[config.mk]
export PLATFORM = sky130hd
export DESIGN_NAME = afe_spi_sequencer_flat
export DESIGN_NICKNAME = d
export VERILOG_FILES = /design/src/rtl/afe_spi_sequencer_if.sv /design/src/rtl/afe_spi_sequencer.sv /design/src/flat_wrapper.sv
export SDC_FILE = /design/constraint.sdc
export NUM_CORES = 1
export LEC_CHECK = 0
export BUFFER_PORTS_ARGS = -buffer_cell sky130_fd_sc_hd__buf_4
export CAP_MARGIN = 20
export CORE_ASPECT_RATIO = 0.8
export CORE_MARGIN = 3
export CORE_UTILIZATION = 29
export CTS_BUF_LIST = sky130_fd_sc_hd__clkbuf_16
export CTS_CLUSTER_DIAMETER = 50
export CTS_CLUSTER_SIZE = 28
export DETAILED_ROUTE_END_ITERATION = 12
export HOLD_SLACK_MARGIN = 0.15
export MAX_ROUTING_LAYER = met4
export PLACE_DENSITY_LB_ADDON = 0.08
export SLEW_MARGIN = 25
export SYNTH_ARGS = -nofsm -noshare
export SYNTH_HDL_FRONTEND = slang
export SYNTH_SLANG_ARGS = --single-unit
export TNS_END_PERCENT = 10
[constraint.sdc]
create_clock -name sysClk -period 6.4 [get_ports sysClk]
set_input_delay 0.64 -clock sysClk [delete_from_list [all_inputs] [get_ports sysClk]]
set_output_delay 0.64 -clock sysClk [all_outputs]
set_load 0.01 [all_outputs]
[src/rtl/afe_spi_sequencer_if.sv]
// Request/status/SPI-pin bundle of the AFE SPI sequencer.
// The master drives requests; the slave (sequencer) drives status and pins.
interface afe_spi_sequencer_if #(
    parameter int WORD_WIDTH = 16
);
    logic                  csrStrobe;
    logic [31:0]           csrData;
    logic                  csrOverrunClear;
    logic [31:0]           csrStatus;
    logic                  autoReq;
    logic                  autoTarget;
    logic [WORD_WIDTH-1:0] autoData;
    logic                  autoAck;
    logic [1:0]            spiClk;
    logic [1:0]            spiSdi;
    logic [1:0]            spiLe;

    modport master (
        output csrStrobe, csrData, csrOverrunClear,
        output autoReq, autoTarget, autoData,
        input  csrStatus, autoAck,
        input  spiClk, spiSdi, spiLe
    );

    modport slave (
        input  csrStrobe, csrData, csrOverrunClear,
        input  autoReq, autoTarget, autoData,
        output csrStatus, autoAck,
        output spiClk, spiSdi, spiLe
    );
endinterface

[src/rtl/afe_spi_sequencer.sv]
// Shared SPI shift engine for the two AFE boards, arbitrated
// round-robin between a CSR pending slot and an auto requester.
module afe_spi_sequencer #(
    parameter int WORD_WIDTH = 16,
    parameter int CLK_DIV    = 4
) (
    input  logic               sysClk,
    input  logic               sysReset_n,
    afe_spi_sequencer_if.slave bus
);
    localparam int BW = $clog2(WORD_WIDTH + 1);
    localparam logic [7:0]    HALF_LOAD = 8'(CLK_DIV - 1);
    localparam logic [7:0]    HALF_ONE  = 8'd1;
    localparam logic [BW-1:0] BIT_LOAD  = BW'(WORD_WIDTH);
    localparam logic [BW-1:0] BIT_ONE   = BW'(1);

    typedef enum logic [2:0] {
        IDLE, SHIFT_LO, SHIFT_HI, LATCH, GAP
    } state_t;

    state_t                state_q, state_d;
    logic [7:0]            half_q, half_d;
    logic [BW-1:0]         bits_q, bits_d;
    logic [WORD_WIDTH-1:0] sh_q, sh_d;
    logic [WORD_WIDTH-1:0] word_q, word_d;
    logic                  tgt_q, tgt_d;
    logic                  pend_q, pend_d;
    logic                  pend_tgt_q, pend_tgt_d;
    logic [WORD_WIDTH-1:0] pend_word_q, pend_word_d;
    logic                  ovr_q, ovr_d;
    logic                  prio_auto_q, prio_auto_d;
    logic                  ack_q, ack_d;
    logic                  last_tgt_q, last_tgt_d;
    logic [WORD_WIDTH-1:0] last_word_q, last_word_d;
    logic                  areq_q, areq_d;
    logic                  atgt_q, atgt_d;
    logic [WORD_WIDTH-1:0] adata_q, adata_d;
    logic [1:0]            clk_q, clk_d;
    logic [1:0]            sdi_q, sdi_d;
    logic [1:0]            le_q, le_d;
    logic                  grant_csr;
    logic                  grant_auto;
    logic                  unused_csr_bits;

    assign unused_csr_bits = ^bus.csrData[30:WORD_WIDTH];

    // Arbitration, sequencing, CSR slot and next-cycle pin values
    always_comb begin
        state_d     = state_q;
        half_d      = half_q;
        bits_d      = bits_q;
        sh_d        = sh_q;
        word_d      = word_q;
        tgt_d       = tgt_q;
        pend_d      = pend_q;
        pend_tgt_d  = pend_tgt_q;
        pend_word_d = pend_word_q;
        ovr_d       = ovr_q;
        prio_auto_d = prio_auto_q;
        ack_d       = 1'b0;
        last_tgt_d  = last_tgt_q;
        last_word_d = last_word_q;
        areq_d      = bus.autoReq;
        atgt_d      = bus.autoTarget;
        adata_d     = bus.autoData;
        grant_csr   = 1'b0;
        grant_auto  = 1'b0;

        if (state_q == IDLE) begin
            if (pend_q && !(areq_q && prio_auto_q)) begin
                grant_csr = 1'b1;
            end else if (areq_q) begin
                grant_auto = 1'b1;
            end
        end

        unique case (state_q)
            IDLE: begin
                if (grant_csr || grant_auto) begin
                    state_d     = SHIFT_LO;
                    half_d      = HALF_LOAD;
                    bits_d      = BIT_LOAD;
                    sh_d        = grant_csr ? pend_word_q : adata_q;
                    word_d      = sh_d;
                    tgt_d       = grant_csr ? pend_tgt_q : atgt_q;
                    prio_auto_d = grant_csr;
                    ack_d       = grant_auto;
                end
            end
            SHIFT_LO: begin
                if (half_q == 8'd0) begin
                    state_d = SHIFT_HI;
                    half_d  = HALF_LOAD;
                end else begin
                    half_d = half_q - HALF_ONE;
                end
            end
            SHIFT_HI: begin
                if (half_q == 8'd0) begin
                    half_d = HALF_LOAD;
                    sh_d   = {sh_q[WORD_WIDTH-2:0], 1'b0};
                    if (bits_q == BIT_ONE) begin
                        state_d = LATCH;
                        bits_d  = '0;
                    end else begin
                        state_d = SHIFT_LO;
                        bits_d  = bits_q - BIT_ONE;
                    end
                end else begin
                    half_d = half_q - HALF_ONE;
                end
            end
            LATCH: begin
                if (half_q == 8'd0) begin
                    state_d = GAP;
                    half_d  = HALF_LOAD;
                end else begin
                    half_d = half_q - HALF_ONE;
                end
            end
            GAP: begin
                if (half_q == 8'd0) begin
                    state_d     = IDLE;
                    last_tgt_d  = tgt_q;
                    last_word_d = word_q;
                end else begin
                    half_d = half_q - HALF_ONE;
                end
            end
            default: state_d = IDLE;
        endcase

        if (grant_csr) pend_d = 1'b0;
        if (bus.csrOverrunClear) ovr_d = 1'b0;
        if (bus.csrStrobe) begin
            if (pend_q) begin
                ovr_d = 1'b1;
            end else begin
                pend_d      = 1'b1;
                pend_tgt_d  = bus.csrData[31];
                pend_word_d = bus.csrData[WORD_WIDTH-1:0];
            end
        end

        clk_d = '0;
        sdi_d = '0;
        le_d  = '0;
        unique case (state_d)
            SHIFT_LO: sdi_d[tgt_d] = sh_d[WORD_WIDTH-1];
            SHIFT_HI: begin
                clk_d[tgt_d] = 1'b1;
                sdi_d[tgt_d] = sh_d[WORD_WIDTH-1];
            end
            LATCH:   le_d[tgt_d] = 1'b1;
            default: ;
        endcase
    end

    // State, counters and registered outputs
    always_ff @(posedge sysClk or negedge sysReset_n) begin
        if (!sysReset_n) begin
            state_q     <= IDLE;
            half_q      <= '0;
            bits_q      <= '0;
            sh_q        <= '0;
            word_q      <= '0;
            tgt_q       <= 1'b0;
            pend_q      <= 1'b0;
            pend_tgt_q  <= 1'b0;
            pend_word_q <= '0;
            ovr_q       <= 1'b0;
            prio_auto_q <= 1'b0;
            ack_q       <= 1'b0;
            last_tgt_q  <= 1'b0;
            last_word_q <= '0;
            areq_q      <= 1'b0;
            atgt_q      <= 1'b0;
            adata_q     <= '0;
            clk_q       <= '0;
            sdi_q       <= '0;
            le_q        <= '0;
        end else begin
            state_q     <= state_d;
            half_q      <= half_d;
            bits_q      <= bits_d;
            sh_q        <= sh_d;
            word_q      <= word_d;
            tgt_q       <= tgt_d;
            pend_q      <= pend_d;
            pend_tgt_q  <= pend_tgt_d;
            pend_word_q <= pend_word_d;
            ovr_q       <= ovr_d;
            prio_auto_q <= prio_auto_d;
            ack_q       <= ack_d;
            last_tgt_q  <= last_tgt_d;
            last_word_q <= last_word_d;
            areq_q      <= areq_d;
            atgt_q      <= atgt_d;
            adata_q     <= adata_d;
            clk_q       <= clk_d;
            sdi_q       <= sdi_d;
            le_q        <= le_d;
        end
    end

    assign bus.csrStatus = {state_q != IDLE, pend_q, ovr_q, last_tgt_q,
                            {(28 - WORD_WIDTH){1'b0}}, last_word_q};
    assign bus.autoAck   = ack_q;
    assign bus.spiClk    = clk_q;
    assign bus.spiSdi    = sdi_q;
    assign bus.spiLe     = le_q;
endmodule

[src/flat_wrapper.sv]
// flat-port wrapper written by rule: the top's interface ports become plain ports
module afe_spi_sequencer_flat 
#(
    parameter int WORD_WIDTH = 16,
    parameter int CLK_DIV    = 4
)
  (sysClk, sysReset_n, bus_csrStrobe, bus_csrData, bus_csrOverrunClear, bus_autoReq, bus_autoTarget, bus_autoData, bus_csrStatus, bus_autoAck, bus_spiClk, bus_spiSdi, bus_spiLe);
  afe_spi_sequencer_if #(.WORD_WIDTH(WORD_WIDTH)) bus_i ();
  input  logic sysClk;
  input  logic sysReset_n;
  input wire logic [$bits(bus_i.csrStrobe)-1:0] bus_csrStrobe;
  input wire logic [$bits(bus_i.csrData)-1:0] bus_csrData;
  input wire logic [$bits(bus_i.csrOverrunClear)-1:0] bus_csrOverrunClear;
  input wire logic [$bits(bus_i.autoReq)-1:0] bus_autoReq;
  input wire logic [$bits(bus_i.autoTarget)-1:0] bus_autoTarget;
  input wire logic [$bits(bus_i.autoData)-1:0] bus_autoData;
  output wire logic [$bits(bus_i.csrStatus)-1:0] bus_csrStatus;
  output wire logic [$bits(bus_i.autoAck)-1:0] bus_autoAck;
  output wire logic [$bits(bus_i.spiClk)-1:0] bus_spiClk;
  output wire logic [$bits(bus_i.spiSdi)-1:0] bus_spiSdi;
  output wire logic [$bits(bus_i.spiLe)-1:0] bus_spiLe;
  assign bus_i.csrStrobe = bus_csrStrobe;
  assign bus_i.csrData = bus_csrData;
  assign bus_i.csrOverrunClear = bus_csrOverrunClear;
  assign bus_i.autoReq = bus_autoReq;
  assign bus_i.autoTarget = bus_autoTarget;
  assign bus_i.autoData = bus_autoData;
  assign bus_csrStatus = bus_i.csrStatus;
  assign bus_autoAck = bus_i.autoAck;
  assign bus_spiClk = bus_i.spiClk;
  assign bus_spiSdi = bus_i.spiSdi;
  assign bus_spiLe = bus_i.spiLe;
  afe_spi_sequencer #(.WORD_WIDTH(WORD_WIDTH), .CLK_DIV(CLK_DIV)) u_core (.sysClk(sysClk), .sysReset_n(sysReset_n), .bus(bus_i));
endmodule
==> out/qor.yml <==
status:
  status: "completed"
synth:
  ys_seq_elements: 111
  ys_top_cells_by_area: "dfrtp_1, mux2_2, a221o_1"
  synth_top_family_by_area: "compound AO/OA/AOI/OAI gates"
  post_synth_mux_area_share: 0.103
  synth_compound_area_frac: 0.155
  synthSimpleGateAreaFrac: 0.107
  syn_area_per_cell_um2: 12.2
  synth_area_leader_cell: "dfrtp_1"
  synth_xor_area_frac: 0
  ys_dominant_reg_cell: "dfrtp_1"
  syn_inst: 402
  netlist_area_um2: 4890
  synth_top_area_share: 0.569
  synth.top_cells.by_count: "dfrtp_1, mux2_2, o21ai_0, a21oi_1, nand3_1"
  async_reset_ff_frac: 1.00
  ys_seq_area_frac: 0.569
  yosysUniqueCellTypes: 62
  yosysMostFrequentCell: "dfrtp_1"
  synth_fa_ha_area_frac: 0.00768
  ys_warn_count: 0
  synth_edf_count: 0
floorplan:
  start_util: 0.302
  die_area_um2: 18500
  row_count: 41
  die_w_um: 151
  io_pins: 93
  coreArea_um2: 16200
  fp.dieH_um: 122
critical_path:
  slowest_stage: "nor3_4"
  path_buf_inv: 2
  cp-start-kind: "flop"
  crit_family: "simple AND/OR/NAND/NOR gates"
  path_max_fanout: 18
  crit_path_end_kind: "output pin"
  path_class: "flop to output pin"
  cpPeakStageDelay_ps: 760
  cp.required_ps: 5760
  cp_cell_sequence: "nor3_4, inv_2, buf_4"
  crit_arrival_ps: 2380
placement:
  post-place-ws_ps: 3640
  port_buffers: 65
  hpwl_um: 7590
  gp_congestion: 0.819
pwr:
  ir_drop_mv: 0.137
  clockPowerShare: 0.225
  share_comb_of_total_power: 0.322
  internal_power_mw: 1.58
  leakagePower_nw: 2.67
  switching_share: 0.351
  power.density_nw_per_um2: 423
  seq_power_share: 0.453
  p_sw_mw: 0.855
sta:
  setup_viol: 0
  worstMarginPinSlew_ps: 959
  fin_crit_ps: 3020
  relSlewSlack: 0.360
  finalMaxSlewViolations: 0
  timing.setup.tns_ps: 0
  hold_violations: 0
  worst_clock_skew_ps: 6.44
  finalCritPeriodShare: 0.472
  rsz0062_at_grt: "no"
  setup_ws_ps: 3380
  max_freq_mhz: 331
drt:
  via_count: 3268
  wl_um: 11500
  wire_per_inst_um: 17.2
  ant_nets: 0
  drt_iter0_drc: 194
  avgViaCountPerCell: 4.88
  firstDrtPassIters: 4
  drc: 0
layout:
  antenna_cells: 0
  nets: 510
  area_growth_pct: 17.7
  fill_cells: 1592
  layout-drive-gt1-share: 0.299
  regArea_um2: 2780
  multi_input_area_um2: 1880
clocking:
  cts_made_buffers: 9
  clk_pin_slew_ps: 70
  tritoncts: "done"
  cts_setup_buffers: 0
  clkLatencyLatePin_ps: 350
  cts_sinks: 111
  cts-resized-gates: 0
  postCtsHoldBufs: 0
  clk_path_buf_depth: 2
  cts_root_buffer: "clkbuf_16"
  htree_levels: 3
global_route:
  grt-ovfl-total: 0
  grt_antenna_before_repair: 0
  grt_use_total: 0.138
  grt_start_max_net_pins: 69
  grt_pass1_vias: 3330
  grt_pass1_wl_um: 18800
min_path:
  hold_path.class: "primary input to async pin"
flow_run:
  drv_cap: 0
metal layers:
layer  GRT usage  vias up  wire length [um]
li1            -     1549                 -
met1       0.191     1603              5550
met2       0.195      106              5090
met3      0.0405       10               730
met4      0.0419        0               159
met5           -        -                 0
cells by family (layout without fill, tap and decap cells):
logic type               count (synthesis)  after routing
multiplexers                            42             42
flip-flops                             111            111
AO/OA/AOI/OAI                          109            109
adder cells (fa/ha/maj)                  3              3
buffers and inverters                   50             92
AND/OR/NAND/NOR                         86             86
other                                    1             12
worst paths after layout:
path	startpoint	endpoint	slack, ps	cells after the start
min in group sysClk	bus_autoData[15]	u_core.adata_q[15]$_DFF_PN0_	390	1
max in group asynchronous	sysReset_n	u_core.last_word_q[11]$_DFFE_PN0P_	4830	2
max	u_core.state_q[2]$_DFF_PN0_	bus_csrStatus[31]	3380	3
min reg2reg	u_core.word_q[6]$_DFFE_PN0P_	u_core.word_q[6]$_DFFE_PN0P_	480	1
max reg2reg	u_core.state_q[2]$_DFF_PN0_	u_core.sh_q[2]$_DFFE_PN0P_	3680	5
min	sysReset_n	u_core.bus.spiClk[1]$_DFF_PN0_	280	1
power by group through the flow:
| stage | combinational (mW) | sequential (mW) | clock [mW] |
|---|---|---|---|
| 2_1_floorplan | 0.624 | 1.04 | 0 |
| 3_3_place_gp | 0.782 | 1.11 | 0 |
| 3_5_place_dp | 0.790 | 1.11 | 0 |
| 4_1_cts | 0.797 | 1.10 | 0.574 |
| 5_1_grt | 0.885 | 1.14 | 0.595 |
| 6_report | 0.782 | 1.10 | 0.548 |
state kept, by name, summed over array words and instances (netlist names), 3 cells and up:
name	cells
u_core.adata_q	16
u_core.bits_q	5
u_core.half_q	8
u_core.last_word_q	16
u_core.pend_word_q	16
u_core.sh_q	16
u_core.state_q	3
u_core.word_q	16
area by class of cell:
class,instances,area share
Sequential cell,111,0.483
Multi-Input combinational cell,252,0.326
Timing Repair Buffer,68,0.0888
Tap cell,215,0.0468
Clock buffer,9,0.0392
Clock inverter,4,0.00849
Inverter,11,0.00718
worst reg2reg max path, stage by stage (launching register included):
cell and delay, ps:
dfrtp_1 640, nor3_4 770, o21ai_2 500, buf_4 370, a21oi_1 230, a221o_1 150
through the flow:
stage,power (mW),area [um2],hold slack [ps],std cells,util
global placement,1.89,5470,457,657,0.339
detailed placement,1.90,5480,464,657,0.339
CTS,2.47,5750,292,670,0.356
floorplan,1.67,4930,344,413,-
finish,2.43,5750,283,670,0.356
global route,2.62,5750,314,670,0.356
cell usage in the layout (no fill, tap or decap), types with 9 or more instances in the layout:
master,count
a221o_1,15
mux2_4,10
mux2_2,26
buf_4,68
conb_1,12
nor2_1,11
clkbuf_16,9
inv_1,9
a21o_1,16
dfrtp_1,111
nand3_1,17
nand2_1,16
o21ai_0,26
a21oi_1,22
No activity file was read; power rests on OpenSTA's default activity.
